**src/rtl/mips_run_ctrl.sv**
```systemverilog
// Run controller for the MIPS core: gates the core clock-enable from start until halt, self-loop or cycle budget.
// All outputs registered; cpu_en is a pure state decode, so one edge from start/clear to enable change.
module mips_run_ctrl #(
  parameter int                    DATA_WIDTH       = 32,
  parameter int                    CNT_WIDTH        = 16,
  parameter int                    MAX_CYCLES       = 752,
  parameter logic [DATA_WIDTH-1:0] HALT_INSTR       = DATA_WIDTH'(32'hFC00_0000),
  parameter int                    SELF_LOOP_CYCLES = 3,
  parameter int                    DRAIN_CYCLES     = 2
) (
  input  logic                  clk,
  input  logic                  rst,
  input  logic                  start,
  input  logic                  clear,
  input  logic                  instr_valid,
  input  logic [DATA_WIDTH-1:0] pc,
  input  logic [DATA_WIDTH-1:0] instr,
  output logic                  cpu_en,
  output logic                  done,
  output logic                  halted,
  output logic                  timeout,
  output logic [CNT_WIDTH-1:0]  cycle_count,
  output logic [CNT_WIDTH-1:0]  instr_count
);

  localparam int LOOP_W = $clog2(SELF_LOOP_CYCLES + 1) + 1;
  localparam int DRN_W  = $clog2(DRAIN_CYCLES + 1) + 1;
  localparam logic [CNT_WIDTH-1:0] CNT_MAX  = '1;
  localparam logic [LOOP_W-1:0]    LOOP_MAX = '1;

  typedef enum logic [1:0] {S_IDLE, S_RUN, S_DRAIN, S_DONE} state_t;

  state_t                r_state, w_state_nxt;
  logic [CNT_WIDTH-1:0]  r_cyc, w_cyc_nxt, w_cyc_inc;
  logic [CNT_WIDTH-1:0]  r_ins, w_ins_nxt, w_ins_inc;
  logic [DATA_WIDTH-1:0] r_pc_q, w_pc_q_nxt;
  logic [LOOP_W-1:0]     r_loop, w_loop_nxt, w_loop_inc;
  logic [DRN_W-1:0]      r_drain, w_drain_nxt;
  logic                  r_halted, w_halted_nxt;
  logic                  r_timeout, w_timeout_nxt;
  logic                  w_pc_same, w_loop_evt, w_halt_evt, w_to_evt;

  // Counters saturate rather than wrap so a long run never looks short.
  assign w_cyc_inc  = (r_cyc == CNT_MAX) ? r_cyc : r_cyc + CNT_WIDTH'(1);
  assign w_ins_inc  = (r_ins == CNT_MAX) ? r_ins : r_ins + CNT_WIDTH'(1);
  assign w_loop_inc = (r_loop == LOOP_MAX) ? r_loop : r_loop + LOOP_W'(1);
  assign w_pc_same  = (pc == r_pc_q);

  always_comb begin
    w_state_nxt   = r_state;
    w_cyc_nxt     = r_cyc;
    w_ins_nxt     = r_ins;
    w_pc_q_nxt    = r_pc_q;
    w_loop_nxt    = r_loop;
    w_drain_nxt   = r_drain;
    w_halted_nxt  = r_halted;
    w_timeout_nxt = r_timeout;
    w_loop_evt    = 1'b0;
    w_halt_evt    = 1'b0;
    w_to_evt      = 1'b0;
    unique case (r_state)
      S_IDLE: begin
        if (start) begin
          w_state_nxt   = S_RUN;
          w_cyc_nxt     = '0;
          w_ins_nxt     = '0;
          w_pc_q_nxt    = '0;
          w_loop_nxt    = '0;
          w_drain_nxt   = '0;
          w_halted_nxt  = 1'b0;
          w_timeout_nxt = 1'b0;
        end
      end
      S_RUN: begin
        if (clear) begin
          w_state_nxt = S_IDLE;
        end else begin
          w_cyc_nxt = w_cyc_inc;
          if (instr_valid) begin
            w_ins_nxt  = w_ins_inc;
            w_pc_q_nxt = pc;
            w_loop_nxt = w_pc_same ? w_loop_inc : '0;
          end
          w_loop_evt = (SELF_LOOP_CYCLES > 0) && instr_valid && w_pc_same &&
                       (32'(w_loop_inc) == SELF_LOOP_CYCLES);
          w_halt_evt = (instr_valid && (instr == HALT_INSTR)) || w_loop_evt;
          w_to_evt   = (32'(w_cyc_inc) == MAX_CYCLES);
          // Halt outranks a timeout landing on the same edge.
          if (w_halt_evt) begin
            if (DRAIN_CYCLES > 0) begin
              w_state_nxt = S_DRAIN;
              w_drain_nxt = DRN_W'(DRAIN_CYCLES);
            end else begin
              w_state_nxt  = S_DONE;
              w_halted_nxt = 1'b1;
            end
          end else if (w_to_evt) begin
            w_state_nxt   = S_DONE;
            w_timeout_nxt = 1'b1;
          end
        end
      end
      S_DRAIN: begin
        if (clear) begin
          w_state_nxt = S_IDLE;
        end else begin
          w_cyc_nxt   = w_cyc_inc;
          w_drain_nxt = r_drain - DRN_W'(1);
          if (instr_valid) begin
            w_ins_nxt = w_ins_inc;
          end
          if (r_drain <= DRN_W'(1)) begin
            w_state_nxt  = S_DONE;
            w_halted_nxt = 1'b1;
          end
        end
      end
      S_DONE: begin
        if (clear) begin
          w_state_nxt   = S_IDLE;
          w_halted_nxt  = 1'b0;
          w_timeout_nxt = 1'b0;
        end
      end
      default: w_state_nxt = S_IDLE;
    endcase
  end

  always_ff @(posedge clk or posedge rst) begin
    if (rst) begin
      r_state   <= S_IDLE;
      r_cyc     <= '0;
      r_ins     <= '0;
      r_pc_q    <= '0;
      r_loop    <= '0;
      r_drain   <= '0;
      r_halted  <= 1'b0;
      r_timeout <= 1'b0;
    end else begin
      r_state   <= w_state_nxt;
      r_cyc     <= w_cyc_nxt;
      r_ins     <= w_ins_nxt;
      r_pc_q    <= w_pc_q_nxt;
      r_loop    <= w_loop_nxt;
      r_drain   <= w_drain_nxt;
      r_halted  <= w_halted_nxt;
      r_timeout <= w_timeout_nxt;
    end
  end

  assign cpu_en      = (r_state == S_RUN) || (r_state == S_DRAIN);
  assign done        = (r_state == S_DONE);
  assign halted      = r_halted;
  assign timeout     = r_timeout;
  assign cycle_count = r_cyc;
  assign instr_count = r_ins;

endmodule

```
**config.mk**
```make
export PLATFORM = sky130hd
export DESIGN_NAME = mips_run_ctrl
export DESIGN_NICKNAME = d
export VERILOG_FILES = /design/src/rtl/mips_run_ctrl.sv
export SDC_FILE = /design/constraint.sdc
export NUM_CORES = 1
export LEC_CHECK = 0
export CORE_UTILIZATION = 60
export CTS_CLUSTER_DIAMETER = 200
export DETAILED_ROUTE_END_ITERATION = 8
export DONT_BUFFER_PORTS = 1
export PLACE_DENSITY = 0.86
export SLEW_MARGIN = 0
export SYNTH_ARGS = -nofsm -noshare
export SYNTH_HDL_FRONTEND = slang
export SYNTH_SLANG_ARGS = --single-unit
```
**constraint.sdc**
```tcl
create_clock -name clk -period 8.4 [get_ports clk]
set_clock_uncertainty 0.2 [all_clocks]
set_input_delay 2.1 -clock clk [delete_from_list [all_inputs] [get_ports clk]]
set_output_delay 2.1 -clock clk [all_outputs]
set_load 0.01 [all_outputs]
```
==> reports/qor.txt <==
status -> complete, no violations
cts hold-fix bufs -> 0
gr usage total -> 26.69%
dpl cells -> 570
Sequential Power Share -> 40.0%
first-pass GRT wire length -> 15570 microns
diode count -> 0
Distinct cells, synth -> 49
clk sinks -> 74
via count -> 3610
Pre-antenna DRT Iters -> 4
synth top area cells -> dfrtp_1 (43%), nand2_1 (8.3%), xor2_1 (8.0%)
layout cells sized above 1 -> 5.306%
H-Tree Depth -> 3
Post-CTS Resized -> 0
yosys warns -> 0
crit path max fanout -> 5
Residual DRC -> 0
Worst Setup End Kind -> flip-flop
grt ovf -> 0
Synth Net Count -> 570
P per Cell Area -> 287.8 mW/mm^2
Hold Path Class -> flip-flop to flip-flop
Clock Path Buffers -> 2
FMAX -> 240.8 MHz
number of global-route vias before repair -> 3333
TNS Setup -> 0 ns
CP Class -> primary input to flip-flop
power share of the clock group -> 19.8%
syn_area_per_cell -> 8.692 sq um
mapped cell area -> 0.004277 sq mm
Lkg Pwr -> 1.974 nW
maxcap violations -> 0
TritonCTS Buffers -> 9
Seq/Total Area, Yosys -> 43.30%
sw power -> 575.5 uW
first-iteration detailed-routing DRC count -> 214
Layout area overhead -> 5.500%
# fillers -> 569
Synth top area share -> 43.30%
Sw Ratio -> 44.31%
CTS tree -> built
worst hold slack -> 0.3009 ns
clock-pin slew of the registers on the worst-case setup and hold paths -> 0.08 ns
Yosys reg bits -> 74
Worst Path Arrival -> 4.18 ns
Ports -> 105
Placer Congestion -> 0.9154
most frequent cells in the layout -> nand2_1 (94), dfrtp_1 (74), o21ai_0 (66), xor2_1 (39), nor2_1 (26)
full die area -> 0.007469 sq mm
multi-input logic area -> 0.002300 sq mm
CP required -> 8.43 ns
antenna violations before repair -> 0
dpl ws -> 3.881 ns
Final Hold Fails -> 0
fin crit period -> 4.153 ns
height of the die -> 86.43 microns
Clk Latency, worst-skew pair -> 0.35 ns
Starting Density -> 62.60%
Post-CTS Setup Inserts -> 0
Post-layout nets -> 563
antenna-violating nets left -> 0
internal power -> 723.2 uW
Worst-Margin Slew -> 0.9192 ns
Die W -> 86.43 microns
Clock Tree Root -> clkbuf_8
drt total wl -> 9576 microns
Max VDD drop -> 0.2497 mV
Tcrit/Tclk final -> 49.44%
WL per Instance -> 16.34 microns
largest net degree at the start of global routing -> 75
I/O Buffers -> 0
Comb power frac -> 40.3%
Mapped Cells -> 492
Rel. slew slack -> 38.72%
Setup WS post-layout -> 4.247 ns
fin cells -> 586
Synth area leader -> dfrtp_1
RSZ-0062 raised after global routing -> no
Core Footprint -> 0.006832 sq mm
Worst setup SP type -> primary input
routed vias/inst -> 6.160
dpl hpwl -> 6781 microns
Storage cell area -> 0.001852 sq mm
most common cell after layout, fill and taps aside -> nand2_1
# rows -> 30
Final Setup Violations -> 0
max-slew violation count -> 0
-- synthesized netlist by cell type (all sizes together) --
| cell type | count |
|---|---|
| a2111o | 1 |
| and3 | 6 |
| nand4b | 2 |
| nor4bb | 1 |
| and2 | 5 |
| o22ai | 2 |
| nor4b | 1 |
| o211a | 1 |
| inv | 11 |
| nor2 | 26 |
| mux2 | 1 |
| o41ai | 2 |
| o22a | 1 |
| buf | 5 |
| mux2i | 7 |
| xnor2 | 5 |
| nor2b | 4 |
| dfrtp | 74 |
| nand3 | 13 |
| a41oi | 2 |
| o211ai | 3 |
| a21oi | 21 |
| o32a | 1 |
| o2111ai | 1 |
| or4b | 1 |
| a32o | 1 |
| a2bb2oi | 1 |
| o21a | 1 |
| nor4 | 13 |
| or4 | 5 |
| o21ai | 66 |
| a31oi | 9 |
| o31ai | 1 |
| o21bai | 1 |
| nor3 | 11 |
| nand4 | 16 |
| or3 | 4 |
| ha | 9 |
| and4 | 5 |
| nand2b | 3 |
| xor2 | 39 |
| clkbuf | 16 |
| nand2 | 94 |
-- cells by family (layout without fill, tap and decap cells) --
| family | count (synthesis) | count (layout) | synth area share [%] |
|---|---|---|---|
| AND/OR/NAND/NOR | 210 | 210 | 24.63 |
| adder cells (fa/ha/maj) | 9 | 9 | 2.633 |
| AO/OA/AOI/OAI | 115 | 115 | 15.59 |
| XOR/XNOR | 44 | 44 | 9.011 |
| multiplexers | 8 | 8 | 1.902 |
| buffers and inverters | 32 | 30 | 2.926 |
| flip-flops | 74 | 74 | 43.30 |
-- critical path, stage by stage --
cell and delay [ns]:
xor2_1 0.13, nor4_1 0.35, nand4_1 0.18, nor4_1 0.72, nor3_1 0.14, a21oi_2 0.22
mux2_1 0.33
-- stage by stage --
stage	area (sq um)	power [mW]	util, %
2_1_floorplan	4277	0.9299	-
3_3_place_gp	4335	1.017	63.46
3_5_place_dp	4335	1.047	63.46
4_1_cts	4512	1.303	66.04
5_1_grt	4512	1.402	66.04
6_report	4512	1.299	66.04
-- registers in the layout, indices dropped and copies added (netlist names) --
signal and cells:
cycle_count 16, r_loop 3, r_state 2, r_pc_q 32, instr_count 16, r_drain 3, timeout 1, halted 1
-- power groups by stage --
| stage | registers (mW) | clock network (mW) | logic [mW] |
|---|---|---|---|
| after floorplan | 0.502 | 0 | 0.428 |
| after detailed placement | 0.525 | 0 | 0.522 |
| final | 0.519 | 0.257 | 0.523 |
| after global routing | 0.529 | 0.278 | 0.595 |
| after global placement | 0.520 | 0 | 0.497 |
| after CTS | 0.519 | 0.260 | 0.524 |
-- per-layer routing --
metal  wire (microns)  GRT usage (%)  share of wire (%)  vias to the layer above
met5                0              0                  0                        -
met1             3982          33.27                 42                     1742
li1                 -              -                  -                     1736
met3              662          8.762                6.9                       13
met2             4783          44.52                 50                      119
met4              147          7.424                1.5                        0
-- final timing paths --
kind / start / end / slack, ns / depth (start not counted)
setup reg to reg: cycle_count[0] / r_state[1] / 5.02 / 8
hold reg to reg: r_drain[1] / r_drain[1] / 0.30 / 2
hold / removal: r_drain[1] / r_drain[1] / 0.30 / 2
max in group asynchronous: rst / r_pc_q[29] / 5.70 / 2
setup / recovery: pc[16] / r_state[1] / 4.25 / 7
min in group asynchronous: rst / r_drain[0] / 1.70 / 2
-- cell type report --
class                   count  area share [%]
well taps                  96           2.662
multi-input cells         386           50.97
clock inverters             6           1.082
clock buffers              10           2.829
flip-flops and latches     74           41.04
inverters                  11          0.9151
repair buffers              3          0.4992
Power figures use the tool's default switching activity.
